### config.mk
export PLATFORM = sky130hd
export DESIGN_NAME = simon_seq_ctrl
export DESIGN_NICKNAME = d
export VERILOG_FILES = /design/src/rtl/simon_pkg.sv /design/src/rtl/simon_lfsr10.sv /design/src/rtl/simon_seq_ctrl.sv
export SDC_FILE = /design/constraint.sdc
export NUM_CORES = 1
export LEC_CHECK = 0
export BUFFER_PORTS_ARGS = -buffer_cell sky130_fd_sc_hd__buf_2
export CORE_MARGIN = 2
export CORE_UTILIZATION = 50
export CTS_BUF_LIST = sky130_fd_sc_hd__clkbuf_16
export DETAILED_ROUTE_END_ITERATION = 8
export PLACE_DENSITY_LB_ADDON = 0.08
export SLEW_MARGIN = 20
export SYNTH_ARGS = -nofsm -noshare
export SYNTH_HDL_FRONTEND = slang
export SYNTH_SLANG_ARGS = --single-unit
### constraint.sdc
create_clock -name clk -period 3.6 [get_ports clk]
set_input_delay 0.18 -clock clk [delete_from_list [all_inputs] [get_ports clk]]
set_output_delay 0.18 -clock clk [all_outputs]
set_load 0.01 [all_outputs]
### src/rtl/simon_pkg.sv
// Shared definitions for the Simon sequence controller.
//   state_e     : controller FSM states
//   LfsrReseed  : LFSR value used at reset and in place of a lock-up seed
//   LfsrTap*    : feedback tap positions of the 10-bit LFSR
//   lfsr_next() : one LFSR step, next = {r[8:0], r[4]^r[7]^r[3]}
package simon_pkg;

  typedef enum logic [2:0] {
    StIdle,
    StGen,
    StShowOn,
    StShowOff,
    StWaitIn,
    StWin,
    StFail
  } state_e;

  localparam logic [9:0] LfsrReseed = 10'h2A5;

  localparam int unsigned LfsrTapA = 4;
  localparam int unsigned LfsrTapB = 7;
  localparam int unsigned LfsrTapC = 3;

  function automatic logic [9:0] lfsr_next(input logic [9:0] r);
    return {r[8:0], r[LfsrTapA] ^ r[LfsrTapB] ^ r[LfsrTapC]};
  endfunction

endpackage

### src/rtl/simon_lfsr10.sv
// 10-bit shift-left LFSR that supplies the colour sequence.
//   clk_i   : clock
//   rst_ni  : asynchronous active-low reset, state returns to LfsrReseed
//   load_i  : load seed_i (all-zero / all-one seeds replaced by LfsrReseed)
//   seed_i  : seed value
//   step_i  : advance one step (load_i has priority)
//   state_o : current LFSR state
module simon_lfsr10 (
  input  logic       clk_i,
  input  logic       rst_ni,
  input  logic       load_i,
  input  logic [9:0] seed_i,
  input  logic       step_i,
  output logic [9:0] state_o
);
  import simon_pkg::*;

  logic [9:0] state_q, state_d;

  always_comb begin
    state_d = state_q;
    if (load_i) begin
      // 0x000 and 0x3FF would leave the sequence stuck on one colour.
      state_d = (seed_i == 10'h000 || seed_i == 10'h3FF) ? LfsrReseed : seed_i;
    end else if (step_i) begin
      state_d = lfsr_next(state_q);
    end
  end

  always_ff @(posedge clk_i or negedge rst_ni) begin
    if (!rst_ni) begin
      state_q <= LfsrReseed;
    end else begin
      state_q <= state_d;
    end
  end

  assign state_o = state_q;

endmodule

### src/rtl/simon_seq_ctrl.sv
// Simon game sequence controller: grows a random colour sequence one step per
// round, displays it with on/off phases, then checks the player's presses.
//   clk, resetn            : clock, asynchronous active-low reset
//   seed, start            : LFSR seed, sampled when a start pulse is accepted
//   btn_valid, btn         : player press strobe and colour
//   show_valid, show_color : colour currently displayed (colour 0 when idle)
//   busy                   : a game round is in progress
//   level                  : current sequence length
//   win, fail              : held in the WIN / FAIL end states
// Optional build macro SIMON_TIMEOUT_EN adds parameter TIMEOUT_CYC: sitting in
// WAIT_IN for TIMEOUT_CYC cycles without a press ends the game in FAIL.
module simon_seq_ctrl #(
  parameter int unsigned MAX_LEN  = 16,
  parameter int unsigned STEP_CYC = 4
`ifdef SIMON_TIMEOUT_EN
  ,
  parameter int unsigned TIMEOUT_CYC = 64
`endif
) (
  input  logic       clk,
  input  logic       resetn,
  input  logic [9:0] seed,
  input  logic       start,
  input  logic       btn_valid,
  input  logic [1:0] btn,
  output logic       show_valid,
  output logic [1:0] show_color,
  output logic       busy,
  output logic [4:0] level,
  output logic       win,
  output logic       fail
);
  import simon_pkg::*;

  localparam int unsigned AddrW = $clog2(MAX_LEN);
  localparam int unsigned TmrW  = $clog2(STEP_CYC + 1);

  state_e          state_q;
  logic [4:0]      level_q, idx_q;
  logic [TmrW-1:0] tmr_q;
  logic            show_valid_q, busy_q, win_q, fail_q;
  logic [1:0]      show_color_q;
  logic [1:0]      mem_q [MAX_LEN];

  logic [9:0] lfsr_state, lfsr_nxt;
  logic [1:0] gen_color;
  logic [4:0] idx_nxt;
  logic       start_ok, tmr_done, last_idx, unused_lfsr;

  assign start_ok  = start && (state_q == StIdle || state_q == StWin || state_q == StFail);
  assign lfsr_nxt  = lfsr_next(lfsr_state);
  assign gen_color = lfsr_nxt[9:8];
  assign unused_lfsr = ^lfsr_nxt[7:0];
  assign idx_nxt   = idx_q + 5'd1;
  assign last_idx  = (idx_nxt == level_q);
  assign tmr_done  = (tmr_q == TmrW'(STEP_CYC - 1));

  simon_lfsr10 u_lfsr (
    .clk_i  (clk),
    .rst_ni (resetn),
    .load_i (start_ok),
    .seed_i (seed),
    .step_i (state_q == StGen),
    .state_o(lfsr_state)
  );

`ifdef SIMON_TIMEOUT_EN
  localparam int unsigned ToW = $clog2(TIMEOUT_CYC + 1);
  logic [ToW-1:0] to_q;
  logic           to_done;
  assign to_done = (to_q == ToW'(TIMEOUT_CYC - 1));
`endif

  // Sequence memory: no reset, every entry is written in GEN before it is read.
  always_ff @(posedge clk) begin
    if (state_q == StGen) begin
      mem_q[level_q[AddrW-1:0]] <= gen_color;
    end
  end

  always_ff @(posedge clk or negedge resetn) begin
    if (!resetn) begin
      state_q      <= StIdle;
      level_q      <= '0;
      idx_q        <= '0;
      tmr_q        <= '0;
      show_valid_q <= 1'b0;
      show_color_q <= '0;
      busy_q       <= 1'b0;
      win_q        <= 1'b0;
      fail_q       <= 1'b0;
`ifdef SIMON_TIMEOUT_EN
      to_q         <= '0;
`endif
    end else begin
      case (state_q)
        StIdle, StWin, StFail: begin
          if (start_ok) begin
            state_q <= StGen;
            level_q <= '0;
            win_q   <= 1'b0;
            fail_q  <= 1'b0;
            busy_q  <= 1'b1;
          end
        end
        StGen: begin
          level_q      <= level_q + 5'd1;
          idx_q        <= '0;
          tmr_q        <= '0;
          state_q      <= StShowOn;
          show_valid_q <= 1'b1;
          // mem[0] is being written this very edge on the first round.
          show_color_q <= (level_q == 5'd0) ? gen_color : mem_q[0];
        end
        StShowOn: begin
          if (tmr_done) begin
            tmr_q        <= '0;
            state_q      <= StShowOff;
            show_valid_q <= 1'b0;
            show_color_q <= '0;
          end else begin
            tmr_q <= tmr_q + TmrW'(1);
          end
        end
        StShowOff: begin
          if (tmr_done) begin
            tmr_q <= '0;
            if (!last_idx) begin
              idx_q        <= idx_nxt;
              state_q      <= StShowOn;
              show_valid_q <= 1'b1;
              show_color_q <= mem_q[idx_nxt[AddrW-1:0]];
            end else begin
              idx_q   <= '0;
              state_q <= StWaitIn;
`ifdef SIMON_TIMEOUT_EN
              to_q    <= '0;
`endif
            end
          end else begin
            tmr_q <= tmr_q + TmrW'(1);
          end
        end
        StWaitIn: begin
          if (btn_valid) begin
`ifdef SIMON_TIMEOUT_EN
            to_q <= '0;
`endif
            if (btn != mem_q[idx_q[AddrW-1:0]]) begin
              state_q <= StFail;
              fail_q  <= 1'b1;
              busy_q  <= 1'b0;
            end else if (!last_idx) begin
              idx_q <= idx_nxt;
            end else if (level_q == 5'(MAX_LEN)) begin
              state_q <= StWin;
              win_q   <= 1'b1;
              busy_q  <= 1'b0;
            end else begin
              state_q <= StGen;
            end
          end
`ifdef SIMON_TIMEOUT_EN
          else if (to_done) begin
            state_q <= StFail;
            fail_q  <= 1'b1;
            busy_q  <= 1'b0;
          end else begin
            to_q <= to_q + ToW'(1);
          end
`endif
        end
        default: state_q <= StIdle;
      endcase
    end
  end

  assign show_valid = show_valid_q;
  assign show_color = show_color_q;
  assign busy       = busy_q;
  assign level      = level_q;
  assign win        = win_q;
  assign fail       = fail_q;

endmodule
After elaboration in Yosys (flattened, before gate mapping)
Memories as Yosys holds them, arrays and structs flattened.
Index checks and enable logic that the tools add are counted.
{"block": "totals", "regBits": 31, "latchBits": 0, "mem_bits_rw": 32, "mem_bits_ro": 0, "output_inout_bits": 11, "word_cells": 109, "n_memories": 1}
{"name": "mem_q", "words": 16, "width": 2, "read_ports": 3, "rd_ports_with_merged_regs": 0, "write_ports": 1, "line_no": "simon_seq_ctrl.sv:43", "rtl": "logic [1:0] mem_q [MAX_LEN];"}
{"block": "classes", "add_sub_neg": 3, "n_mul": 0, "div_mod_pow": 0, "order_cmp": 0, "n_eq_ne": 23, "shifts": 0, "mux": 48, "bitwise_logic": 2, "reduce_logical": 22}
{"operator": "5-bit two-way mux", "count": 6}
{"operator": "3-bit two-way mux", "count": 9}
{"operator": "9-bit two-way mux", "count": 3}
{"operator": "2-bit inequality test (second input constant)", "count": 10}
{"operator": "1-bit two-way mux", "count": 17}
{"operator": "3-bit one-hot mux with 5 select lines", "count": 1}
{"operator": "5-bit one-hot mux with 3 select lines", "count": 1}
{"operator": "5-bit AND reduction", "count": 3}
{"operator": "5-bit by 1-bit adder with 5-bit output (second input constant)", "count": 2}
{"operator": "10-bit == test (second input constant)", "count": 1}
{"operator": "10-bit logical NOT", "count": 1}
{"operator": "5-bit one-hot mux with 2 select lines", "count": 1}
{"operator": "3-bit by 2-bit == test with 1-bit output (second input constant)", "count": 3}
{"operator": "3-bit == test (second input constant)", "count": 3}
{"operator": "2-bit two-way mux", "count": 4}
{"operator": "4-bit AND reduction", "count": 2}
{"operator": "2-bit nonzero test", "count": 4}
{"operator": "3-bit inequality test (second input constant)", "count": 2}
{"operator": "1-bit one-hot mux with 2 select lines", "count": 3}
{"operator": "2-bit one-hot mux with 3 select lines", "count": 1}
{"operator": "3-bit one-hot mux with 2 select lines", "count": 1}
{"operator": "6-bit AND reduction", "count": 1}
{"operator": "3-bit nonzero test", "count": 2}
{"operator": "5-bit == test", "count": 1}
{"operator": "other kinds (13)", "count": 16}

Logic depth before layout (Yosys ltp)
Gate-level depths: netlist (run 1).
{"block": "depth", "ltp_word": 6, "mapped_depth": 8, "ltp_nobuf": 7}

By module
A second synthesis (run 1) with hierarchy kept.
{"block": "unflattened", "hier_cells": 308, "area_unflattened_um2": 3562.2}
{"module": "simon_seq_ctrl", "n_inst": 1, "cells_each": 251, "area_per_inst_um2": 2991.6}
{"module": "simon_lfsr10", "n_inst": 1, "cells_each": 57, "area_per_inst_um2": 570.5}

Least setup slack after synthesis (run 1)
No wires, ideal clock.
{"block": "synth_path", "path_type": "flip-flop to flip-flop", "startpoint": "register idx_q[0]", "endpoint": "register show_color_q[0] (netlist: show_color[0])", "setup_ns": 0.152, "t_arrival_ns": 2.143, "required_time_ns": 3.448, "setup_slack_ns": 1.306, "path_stages_with_launch": 7, "synth_period_minus_slack_ns": 2.294, "cell_sequence": "dfrtp_1 -> ha_1 -> buf_2 -> mux4_2 -> mux4_2 -> a31oi_1 -> a21oi_1"}
{"block": "synth_between", "elab_chain_cells": 5}
{"element": "start, declared", "line_no": "simon_seq_ctrl.sv:39", "rtl": "logic [4:0] level_q, idx_q;"}
{"element": "start signal, assigned", "line_no": "simon_seq_ctrl.sv:129", "rtl": "idx_q <= idx_nxt;"}
{"element": "start signal, assigned", "line_no": "simon_seq_ctrl.sv:154", "rtl": "idx_q <= idx_nxt;"}
{"element": "5-bit by 1-bit adder with 5-bit output (*)", "line_no": "simon_seq_ctrl.sv:54", "rtl": "assign idx_nxt = idx_q + 5'd1;"}
{"element": "memory 16 x 2 bit"}
{"element": "2-bit two-way mux", "line_no": "simon_seq_ctrl.sv:128", "rtl": "if (!last_idx) begin"}
{"element": "2-bit two-way mux", "line_no": "simon_seq_ctrl.sv:126", "rtl": "if (tmr_done) begin"}
{"element": "2-bit one-hot mux with 3 select lines", "line_no": "simon_seq_ctrl.sv:96", "rtl": "case (state_q)"}
{"element": "end signal, assigned", "line_no": "simon_seq_ctrl.sv:113", "rtl": "show_color_q <= (level_q == 5'd0) ? gen_color : mem_q[0];"}
{"element": "end signal, assigned", "line_no": "simon_seq_ctrl.sv:132", "rtl": "show_color_q <= mem_q[idx_nxt[AddrW-1:0]];"}
{"element": "end, declared", "line_no": "simon_seq_ctrl.sv:42", "rtl": "logic [1:0] show_color_q;"}
Every way passes the cells marked *; elsewhere a longest branch is shown, timed or not. The select of a mux whose other input is x is not followed.
A chain may end at the register's enable or synchronous reset.

Worst setup path in the final report (run 1)
{"block": "layout_path", "startpoint": "register idx_q[2]", "endpoint": "register win_q (netlist: win)"}
{"block": "layout_between", "elab_chain_cells": 4}
{"element": "5-bit by 1-bit adder with 5-bit output or memory 16 x 2 bit (tied branches)"}
{"element": "5-bit == test or 2-bit inequality test (tied branches)", "line_no": "simon_seq_ctrl.sv:55, simon_seq_ctrl.sv:149"}
{"element": "2-bit inequality test (no line)"}
{"element": "6-bit AND reduction (no line) (*)"}
{"element": "end signal, assigned", "line_no": "simon_seq_ctrl.sv:90", "rtl": "win_q <= 1'b0;"}
{"element": "end signal, assigned", "line_no": "simon_seq_ctrl.sv:101", "rtl": "win_q <= 1'b0;"}
{"element": "end signal, assigned", "line_no": "simon_seq_ctrl.sv:157", "rtl": "win_q <= 1'b1;"}
{"element": "end, declared", "line_no": "simon_seq_ctrl.sv:41", "rtl": "logic show_valid_q, busy_q, win_q, fail_q;"}
Every way passes the cells marked *; elsewhere a longest branch is shown, timed or not.

==> metrics.md, run 1 <==
| Metric | Value |
|---|---|
| Highest Signal Layer | met4 |
| CTS resizes | 0 |
| Synthesis-to-finish area growth | 13.4% |
| Data required time at the worst endpoint | 3.81 ns |
| Final Cell Area | 4070 sq um |
| Post-CTS setup buffers | 0 |
| Worst-path fanout max | 11 |
| Largest area contributor in the netlist | edfxtp_1 |
| Most frequent cells in the layout | nor2_1, edfxtp_1, nand2_1, dfrtp_1, buf_2 |
| Post-Layout Cell Count | 435 |
| Leak | 1.56 nW |
| Grt ovf | 0 |
| Util after Layout | 59.3% |
| CP cell instances | inv_1, mux4_2, xor2_1, nand3_1, and2_1, o41ai_1 |
| WL met2 | 3.73 mm |
| Post-synth EDFFs | 32 |
| Pin count of the biggest net entering global routing | 32 |
| CP Launch Type | flop |
| H-tree Lvls | 3 |
| CP max stage delay | 0.66 ns |
| Sequential area share after synthesis | 48.5% |
| IO Count | 27 |
| Via/cell ratio | 5.91 |
| Cell area after synthesis | 3590 sq um |
| Crit path time final | 2.66 ns |
| CP delay by family, top | flip-flops |
| TritonCTS buffer count | 9 |
| CTS tree | yes |
| Total Nets Final | 356 |
| Max-cap violations | 0 |
| GRT Util Overall | 23.5% |
| Clock Latency Late Sink | 0.34 ns |
| Clock-pin slew on the worst setup and hold paths | 0.06 ns |
| Hold Fails Final Rpt | 0 |
| Post-synthesis register bit count | 63 |
| Crit-path slowest cell | dfrtp_1 |
| Slew HR | 51.3% |
| Stages on the worst setup path | 6 |
| Slew @ Worst Pin | 0.730 ns |
| Final RePlAce weighted congestion | 0.889 |
| Layout cells sized above 1 | 21.2% |
| Synth Warn # | 0 |
| Post-Synthesis Cells | 310 |
| Residual DRC | 0 |
| Syn_area_per_cell | 11.6 sq um |
| Max Transition Viols Final | 0 |
| RSZ-0062 raised after global routing | no |
| Finish-stage setup viols | 0 |
| Yosys top cell area share | 26.8% |
| Vias in the first global route | 2477 |
| Final ANT Viol Nets | 0 |
| Clk_skew | 0.00306 ns |
| Worst Path Buf+Inv | 1 |
| # diodes | 0 |
| WS Path Type | reg2reg |
| Clock root buffer | clkbuf_16 |
| Post-synth ARST share | 49.2% |
| Hold Path Stages | 3 |
| Metal3 WL | 393 microns |
| Drt wl/cell | 19.0 microns |
| Hold WC Path Type | in2reg |
| Die X | 88.8 microns |
| DRT iter0 DRCs | 250 |
| Reg2reg path depth | 6 |
| Total die area | 7880 sq um |
| Number of antenna violations at the first check in global routing | 0 |
| Pwr Total | 3.42 mW |
| Number of buffers added on ports | 26 |
| Number of iterations in the first detailed-routing pass | 4 |
| Std-Cell Core Area | 6870 sq um |
| Initial Util | 52.3% |
| Clock Tree Buf Depth | 2 |
| Placed cell areas | 3760 sq um |
| Top_reg_cell synth | edfxtp_1 |
| Number of cell rows | 30 |
| Sum Neg Setup Slack | 0 ns |
| Wl on met1 | 3.99 mm |
| Fmax | 376 MHz |
| First-pass GRT wire length | 13.4 mm |
| Syn_nets | 332 |
| # clock sinks | 63 |
| Area contributors post-synth | edfxtp_1, dfrtp_1, mux4_2 |
| HPWL after DPL | 6.06 mm |
| Peak supply drop | 0.000436 V |
| DR vias | 2570 |
| Status | finished, final reports clean |
| Die Ht | 88.8 microns |
| Critical path endpoint category | flop |
| CP Data Arrival Time | 2.87 ns |
| DRT Wirelength | 8.28 mm |
| Synth cell types | 52 |
| Placed Cells | 418 |
| Pwr dens | 839 nW/um^2 |
| Final Cycle Share | 73.9% |
final cells by class:
class	count	area, sq um
fill	567	2800
sequential	63	1740
multi-input combinational	217	1700
clock buffer	9	225
timing repair buffer	29	155
tap	96	120
clock inverter	7	73.8
inverter	14	55.1
per-layer routing:
metal / global-route usage (%) / vias up
met5: 0 / -
met4: 11.2 / 0
met3: 4.29 / 13
met2: 32.5 / 72
met1: 35.6 / 1276
li1: - / 1209
Yosys cell counts (2+ instances only):
cell and count:
edfxtp_1 32, nor2_1 32, nand2_1 28, dfrtp_1 27, mux2i_1 21, mux4_2 14, o21ai_0 13, inv_1 12
nand3_1 10, nor3_1 9, xor2_1 9, a31oi_1 7, a21oi_1 6, buf_2 6, clkbuf_1 6, ha_1 6
nand4_1 5, xnor2_1 5, a21boi_0 4, dfstp_2 4, nand2b_1 4, a32o_1 3, and3_1 3, buf_6 3
nor4_1 3, or3_1 3, a32oi_1 2, mux2_1 2, nand4bb_4 2, nor3_2 2, nor4b_1 2, o211ai_1 2
o21a_1 2, o22ai_1 2, xnor3_1 2
worst paths after layout:
check	start	to	slack, ns
worst max-delay path	idx_q[2]	win	0.94
worst min-delay path	seed[8]	u_lfsr.state_o[8]	0.08
worst max register to register	idx_q[2]	win	0.94
worst min register to register	tmr_q[2]	tmr_q[2]	0.49
max in group asynchronous	resetn	level[1]	2.71
min in group asynchronous	resetn	idx_q[0]	0.43
power breakdown:
part	switching (mW)	internal (mW)
clock	0.334	0.536
combinational	0.717	0.609
sequential	0.241	0.982
total	1.29	2.13
flip-flops by register name, summed over array words and instances (netlist names):
signal and cells:
idx_q 5, fail 1, show_color 2, tmr_q 3, show_valid 1, level 5
win 1, state_q 3, busy 1, u_lfsr.state_o 9, mem_q 32
metrics by stage:
step / hold WS [ns] / setup slack [ns]
5_1_grt: 0.110 / 0.677
2_1_floorplan: -0.116 / 1.31
4_1_cts: 0.0818 / 0.910
3_3_place_gp: 0.281 / 1.02
3_5_place_dp: 0.277 / 0.973
6_report: 0.0794 / 0.940
logic make-up (layout without fill, tap and decap cells):
family                     count (synthesis)  in the layout  share of synthesized area, %
adders and majority gates                  6              6                          2.09
xor gates and xnor gates                  16             16                          4.67
AOI/OAI and AO/OA                         51             51                          9.72
buffers and inverters                     30             59                          4.14
DFF                                       63             63                          48.5
and+or+nand+nor                          106            106                          15.3
muxes                                     38             38                          15.6
worst min-delay path: stages:
cell	delay, ns
buf_2	0.10
nand2_1	0.04
o21ai_0	0.06
timing repair:
item                                    CTS  global route
endpoints found under the setup margin    0             0
hold buffers                              1             0
endpoints found under the hold margin    27             0
(Power assumes the default switching activity.)
==> run 2, diff against run 1 <==
==> constraint.sdc (replaced) <==
create_clock -name clk -period 2.3 [get_ports clk]
set_input_delay 0.115 -clock clk [delete_from_list [all_inputs] [get_ports clk]]
set_output_delay 0.115 -clock clk [all_outputs]
set_load 0.01 [all_outputs]
==> metrics.md, run 2 (synthesized netlist as in run 1, its figures left out) <==
| Metric | Value |
|---|---|
| Status | complete, but fails checks (was finished, final reports clean) |
| Failing checks | negative setup slack |
| Number of iterations in the first detailed-routing pass | 4 (unchanged) |
| Multi-input logic area | 1750 sq um (was 1700 sq um) |
| Synthesis-to-finish area growth | 23.8% (was 13.4%) |
| Seq. cell area | 1740 sq um (unchanged) |
| RSZ-0062 raised after global routing | yes (was no) |
| Slew @ Worst Pin | 0.710 ns (was 0.730 ns) |
| Critical path endpoint category | flop (unchanged) |
| Hold WC Path Type | in2reg (unchanged) |
| Slew HR | 52.6% (was 51.3%) |
| Final ANT Viol Nets | 0 (unchanged) |
| Die Ht | 88.8 microns (unchanged) |
| Leak | 1.79 nW (was 1.56 nW) |
| Clock-pin slew on the worst setup and hold paths | 0.05 ns (was 0.06 ns) |
| GRT Util Overall | 23.8% (was 23.5%) |
| Placed cell areas | 4100 sq um (was 3760 sq um) |
| Die X | 88.8 microns (unchanged) |
| Final RePlAce weighted congestion | 0.823 (was 0.889) |
| HPWL after DPL | 6.45 mm (was 6.06 mm) |
| Number of cell rows | 30 (unchanged) |
| Leading cell type in the layout, fill and taps excluded | buf_4 |
| Max-cap violations | 0 (unchanged) |
| Layout cells sized above 1 | 31.2% (was 21.2%) |
| Clock Latency Late Sink | 0.33 ns (was 0.34 ns) |
| Final Cycle Share | 101% (was 73.9%) |
| CP Data Arrival Time | 2.53 ns (was 2.87 ns) |
| H-tree Lvls | 3 (unchanged) |
| Residual DRC | 0 (unchanged) |
| Clk_skew | 0.00722 ns (was 0.00306 ns) |
| Hold Fails Final Rpt | 0 (unchanged) |
| Peak supply drop | 0.000601 V (was 0.000436 V) |
| Max FFs per register | 32 (unchanged) |
| Vias in the first global route | 2582 (was 2477) |
| Pwr Total | 5.89 mW (was 3.42 mW) |
| # diodes | 0 (unchanged) |
| Finish-stage setup viols | 2 (was 0) |
| Drt wl/cell | 18.2 microns (was 19.0 microns) |
| Initial Util | 52.3% (unchanged) |
| DRT iter0 DRCs | 155 (was 250) |
| Data required time at the worst endpoint | 2.51 ns (was 3.81 ns) |
| WS Path Type | reg2reg (unchanged) |
| Total die area | 7880 sq um (unchanged) |
| Worst-path fanout max | 14 (was 11) |
| Filler Cell Count | 551 (was 567) |
| Crit path time final | 2.33 ns (was 2.66 ns) |
| IO Count | 27 (unchanged) |
| Most frequent cells in the layout | buf_4, nor2_1, edfxtp_1, nand2_1, dfrtp_1 (was nor2_1, edfxtp_1, nand2_1, dfrtp_1, buf_2) |
| TritonCTS buffer count | 9 (unchanged) |
| Total Nets Final | 398 (was 356) |
| DR vias | 2715 (was 2570) |
| Fmax | 430 MHz (was 376 MHz) |
| CTS tree | yes (unchanged) |
| Std-Cell Core Area | 6870 sq um (unchanged) |
| CP Launch Type | flop (unchanged) |
| Pwr dens | 1320 nW/um^2 (was 839 nW/um^2) |
| Grt ovf | 0 (unchanged) |
| # clock sinks | 63 (unchanged) |
| Pin count of the biggest net entering global routing | 32 (unchanged) |
| Number of antenna violations at the first check in global routing | 0 (unchanged) |
| Clock root buffer | clkbuf_16 (unchanged) |
| DRT Wirelength | 8.68 mm (was 8.28 mm) |
| Final Cell Area | 4450 sq um (was 4070 sq um) |
| First-pass GRT wire length | 13.7 mm (was 13.4 mm) |
| Clock Tree Buf Depth | 2 (unchanged) |
| Setup ws final | -0.0266 ns (was 0.940 ns) |
| Number of buffers added on ports | 26 (unchanged) |
| Max Transition Viols Final | 0 (unchanged) |
| Reg2reg path depth | 9 (was 6) |
| Hold Path Stages | 3 (unchanged) |
| Via/cell ratio | 5.69 (was 5.91) |
-- run 2: repair_timing --
item	in CTS	in global routing
hold buffers	1	0
hold endpoints to repair	27	0
pin swaps	0	2
resized for setup	3	9
setup endpoints to repair	5	10
buffers inserted	0	1
-- run 2: where the power goes --
| part | switching [mW] | internal (mW) |
|---|---|---|
| Sequential | 0.247 | 1.54 |
| Clock | 0.479 | 0.778 |
| Combinational | 1.41 | 1.43 |
-- run 2: through the flow --
step           std cells  worst slack [ns]  hold slack, ns  utilization, %  setup TNS, ns
3_3_place_gp         459          -0.00603           0.200            59.6       -0.00603
6_report             477           -0.0266          0.0397            64.7        -0.0360
4_1_cts              476           -0.0285          0.0430            64.0        -0.0404
3_5_place_dp         459           -0.0421           0.206            59.6        -0.0430
2_1_floorplan        310           0.00559          -0.181               -              0
5_1_grt              477            -0.116          0.0643            64.7         -0.430
-- run 2: layer usage --
layer	global-route usage, %	wire length (microns)
met1	36.0	4300
met2	35.2	4010
met3	3.36	262
met4	7.85	104
met5	0	0
-- run 2: path summary, 6_finish.rpt --
| path | start | to | slack [ns] |
|---|---|---|---|
| worst max-delay path | idx_q[0] | idx_q[4] | -0.03 |
| worst min-delay path | seed[8] | u_lfsr.state_o[8] | 0.04 |
| worst max register to register | idx_q[0] | idx_q[4] | -0.03 |
| worst min register to register | tmr_q[2] | tmr_q[2] | 0.48 |
| max in group asynchronous | resetn | u_lfsr.state_o[8] | 1.46 |
| min in group asynchronous | resetn | idx_q[2] | 0.37 |
-- run 2: worst max-delay path, cell delays in order, from the launching register on --
cell and delay (ns):
dfrtp_1 0.39, buf_6 0.17, mux2i_1 0.13, mux4_2 0.49, xor2_1 0.15, buf_4 0.14
nand4bb_4 0.12, buf_4 0.15, a32o_1 0.24, a22o_1 0.23
-- run 2: final cells by class --
class                           instances  share of cell area, %
Clock buffer                           10                   5.63
Clock inverter                          6                  0.647
Inverter                               14                   1.24
Multi-Input combinational cell        217                   39.4
Sequential cell                        63                   39.2
Tap cell                               96                   2.70
Timing Repair Buffer                   71                   11.2
==> run 3, diff against run 2 <==
--- a/config.mk
+++ b/config.mk
@@ -5,6 +5,7 @@
 export SDC_FILE = /design/constraint.sdc
 export NUM_CORES = 1
 export LEC_CHECK = 0
+export ABC_AREA = 1
 export BUFFER_PORTS_ARGS = -buffer_cell sky130_fd_sc_hd__buf_2
 export CORE_MARGIN = 2
 export CORE_UTILIZATION = 50
==> metrics.md, run 3 <==
| Metric | Value |
|---|---|
| Synthesis-to-finish area growth | 14.3% (was 23.8%) |
| Post-synthesis register bit count | 63 (unchanged) |
| Leak | 1.89 nW (was 1.79 nW) |
| Initial Util | 50.9% (was 52.3%) |
| Wl on met1 | 4.34 mm (was 4.30 mm) |
| Final Cycle Share | 90.0% (was 101%) |
| CP max stage delay | 0.42 ns (was 0.49 ns) |
| Proportion of synthesized area in mux cells | 0% (was 15.6%) |
| Setup ws final | 0.231 ns (was -0.0266 ns) |
| Slew HR | 51.2% (was 52.6%) |
| WL met2 | 3.62 mm (was 4.01 mm) |
| Post-Synth Simple-Gate Area | 27.9% (was 15.3%) |
| Pwr dens | 1310 nW/um^2 (was 1320 nW/um^2) |
| Syn_area_per_cell | 7.85 sq um (was 11.6 sq um) |
| DR vias | 3132 (was 2715) |
| Peak supply drop | 0.000787 V (was 0.000601 V) |
| Total die area | 8000 sq um (was 7880 sq um) |
| First-pass GRT wire length | 13.6 mm (was 13.7 mm) |
| H-tree Lvls | 3 (unchanged) |
| Pin count of the biggest net entering global routing | 32 (unchanged) |
| Final RePlAce weighted congestion | 0.877 (was 0.823) |
| Finish-stage setup viols | 0 (was 2) |
| Synth Warn # | 0 (unchanged) |
| Critical path endpoint category | flop (unchanged) |
| GRT Util Overall | 22.7% (was 23.8%) |
| Cell area after synthesis | 3650 sq um (was 3590 sq um) |
| Clk pwr share | 24.1% (was 21.4%) |
| Net Switching | 2.30 mW (was 2.14 mW) |
| DP Worst Slack | 0.207 ns (was -0.0421 ns) |
| Clock-pin slew on the worst setup and hold paths | 0.05 ns (about the same) |
| Most frequent cells in the layout | nand2_1, inv_1, nand3_1, nor2_1, o21ai_0 (was buf_4, nor2_1, edfxtp_1, nand2_1, dfrtp_1) |
| HPWL after DPL | 6.32 mm (was 6.45 mm) |
| CP Data Arrival Time | 2.33 ns (was 2.53 ns) |
| Seq pwr share | 33.8% (was 30.3%) |
| Switch share | 42.1% (was 36.4%) |
| IO Count | 27 (unchanged) |
| Residual DRC | 0 (unchanged) |
| Clock root buffer | clkbuf_16 (unchanged) |
| Fmax | 483 MHz (was 430 MHz) |
| Metal3 WL | 454 microns (was 262 microns) |
| Post-synth EDFFs | 32 (unchanged) |
| Worst-path fanout max | 7 (was 14) |
| Die Ht | 89.4 microns (was 88.8 microns) |
| Leading cell type in the layout, fill and taps excluded | nand2_1 (was buf_4) |
| Number of buffers added on ports | 26 (unchanged) |
| Min Hold Slack | 0.0458 ns (was 0.0397 ns) |
| Slew @ Worst Pin | 0.732 ns (was 0.710 ns) |
| Largest area contributor in the netlist | edfxtp_1 (unchanged) |
| Filler Cell Count | 660 (was 551) |
| Crit path time final | 2.07 ns (was 2.33 ns) |
| R2R setup slack | 0.23 ns (was -0.03 ns) |
| WS Path Type | reg2reg (unchanged) |
| Top_reg_cell synth | edfxtp_1 (unchanged) |
| Max-cap violations | 0 (unchanged) |
| CTS tree | yes (unchanged) |
| Highest Signal Layer | met4 (unchanged) |
| Clock Tree Buf Depth | 2 (unchanged) |
| Sequential area share after synthesis | 47.7% (was 48.5%) |
| CP cell instances | ha_1, inv_1, nand2_1, nand2_4, xor2_1, nand3_1, nor2_2, inv_1, o21ai_0, inv_1, nand2_2, nand2_1, nand2_1 (was buf_6, mux2i_1, mux4_2, xor2_1, buf_4, nand4bb_4, buf_4, a32o_1, a22o_1) |
| Vias in the first global route | 2691 (was 2582) |
| Final ANT Viol Nets | 0 (unchanged) |
| Clock Latency Late Sink | 0.33 ns (about the same) |
| Std-Cell Core Area | 7180 sq um (was 6870 sq um) |
| Die X | 89.4 microns (was 88.8 microns) |
| Post-Synthesis Cells | 465 (was 310) |
| Number of antenna violations at the first check in global routing | 0 (unchanged) |
| Post-synthesis xor/xnor area fraction | 1.68% (was 4.67%) |
| Via/cell ratio | 5.24 (was 5.69) |
| Internal power | 3.17 mW (was 3.75 mW) |
| Area contributors post-synth | edfxtp_1, dfrtp_1, nand2_1 (was edfxtp_1, dfrtp_1, mux4_2) |
| Syn_nets | 487 (was 332) |
| Data required time at the worst endpoint | 2.57 ns (was 2.51 ns) |
| Clk_skew | 0.00474 ns (was 0.00722 ns) |
| Hold WC Path Type | in2reg (unchanged) |
| Total Nets Final | 516 (was 398) |
| RSZ-0062 raised after global routing | no (was yes) |
| Largest family of logic cells by synthesized area | simple AND/OR/NAND/NOR gates (was multiplexers) |
| Crit-path slowest cell | dfrtp_1 (was mux4_2) |
| Adder-Cell Fraction of Synth Area | 2.06% (was 2.09%) |
| # diodes | 0 (unchanged) |
| Top-count cell post-synth | nand2_1 |
| Sum Neg Setup Slack | 0 ns (was -0.0360 ns) |
| CP Launch Type | flop (unchanged) |
| Hold Fails Final Rpt | 0 (unchanged) |
| Status | finished, final reports clean (was complete, but fails checks) |
| Max Transition Viols Final | 0 (unchanged) |
| DRT Wirelength | 8.56 mm (was 8.68 mm) |
| Layout cells sized above 1 | 14.2% (was 31.2%) |
| DRT iter0 DRCs | 304 (was 155) |
| Comb pwr share | 42.1% (was 48.3%) |
| Synth cell types | 38 (was 52) |
| Yosys top cell area share | 26.3% (was 26.8%) |
| Post-synth ARST share | 49.2% (unchanged) |
| Number of cell rows | 31 (was 30) |
| Max FFs per register | 32 (unchanged) |
| Synth Area in Compound Gates | 11.5% (was 9.72%) |
| # clock sinks | 63 (unchanged) |
| TritonCTS buffer count | 9 (unchanged) |
| Grt ovf | 0 (unchanged) |
| Synth top cells by count | nand2_1, inv_1, nand3_1 (was edfxtp_1, nor2_1, nand2_1) |
| Drt wl/cell | 14.3 microns (was 18.2 microns) |
| Post-CTS setup buffers | 0 (unchanged) |
| Number of iterations in the first detailed-routing pass | 5 (was 4) |
==> run 3: changes by cell type in the layout (fill, tap and decap cells not counted), sizes merged, moves of 14 or more <==
cell,previous run,this run
mux2i,21,0
nand2,28,117
buf,70,31
o21ai,13,43
nor2,32,47
nand3,11,56
mux4,14,0
a21oi,6,26
inv,15,66
==> run 3: metal layers <==
metal | up-vias | global-route usage (%)
met5 | - | 0
met4 | 0 | 7.60
met3 | 10 | 4.99
met2 | 97 | 31.0
met1 | 1439 | 35.4
li1 | 1586 | -
==> run 3: final timing paths <==
kind	from	to	cells past startpoint
min in group asynchronous	resetn	idx_q[0]	2
hold reg to reg	u_lfsr.state_o[0]	u_lfsr.state_o[0]	2
hold / removal	seed[0]	u_lfsr.state_o[0]	3
setup / recovery	idx_q[0]	idx_q[2]	13
max in group asynchronous	resetn	u_lfsr.state_o[4]	2
setup reg to reg	idx_q[0]	idx_q[2]	13
==> run 3: cell families after synthesis <==
logic type | Yosys count
simple gates | 231
buf+inv | 80
compound gates | 78
flops | 63
xor+xnor | 7
fa+ha+maj | 6
==> run 3: metrics by stage <==
| step | power (mW) | util, % | cells | cell area, sq um |
|---|---|---|---|---|
| after floorplan | 3.57 | - | 465 | 3650 |
| after global placement | 4.12 | 53.7 | 581 | 3860 |
| after detailed placement | 4.15 | 53.7 | 581 | 3860 |
| after CTS | 5.49 | 57.9 | 598 | 4160 |
| after global routing | 5.93 | 58.1 | 598 | 4170 |
| final | 5.47 | 58.1 | 598 | 4170 |
==> run 3: cell type report <==
class | instances | area (sq um) | area share (%)
Sequential cell | 63 | 1740 | 41.8
Multi-Input combinational cell | 322 | 1590 | 38.1
Tap cell | 99 | 124 | 2.97
Inverter | 66 | 250 | 6.00
Clock inverter | 7 | 65.1 | 1.56
Timing Repair Buffer | 32 | 178 | 4.26
Clock buffer | 9 | 225 | 5.40
==> run 3: worst max-delay path, delay by kind of cell, from the launching register on <==
kind                     cells  cell delay, ns
XOR/XNOR                     1            0.16
flip-flops                   1            0.42
adder cells (fa/ha/maj)      1            0.26
AND/OR/NAND/NOR              7            0.70
AO/OA/AOI/OAI                1            0.19
buffers and inverters        3            0.29
==> run 3: power by group through the flow <==
stage / Combinational, mW / Clock [mW] / Sequential [mW]
4_1_cts: 2.30 / 1.33 / 1.85
3_3_place_gp: 2.25 / 0 / 1.86
5_1_grt: 2.64 / 1.39 / 1.90
6_report: 2.30 / 1.32 / 1.85
2_1_floorplan: 1.77 / 0 / 1.80
3_5_place_dp: 2.28 / 0 / 1.87
==> run 3: repair_timing <==
action                                  4_1_cts  5_1_grt
hold endpoints to repair                     27        0
endpoints found under the setup margin        0        6
resized for setup                             0        4
hold buffers                                  1        0
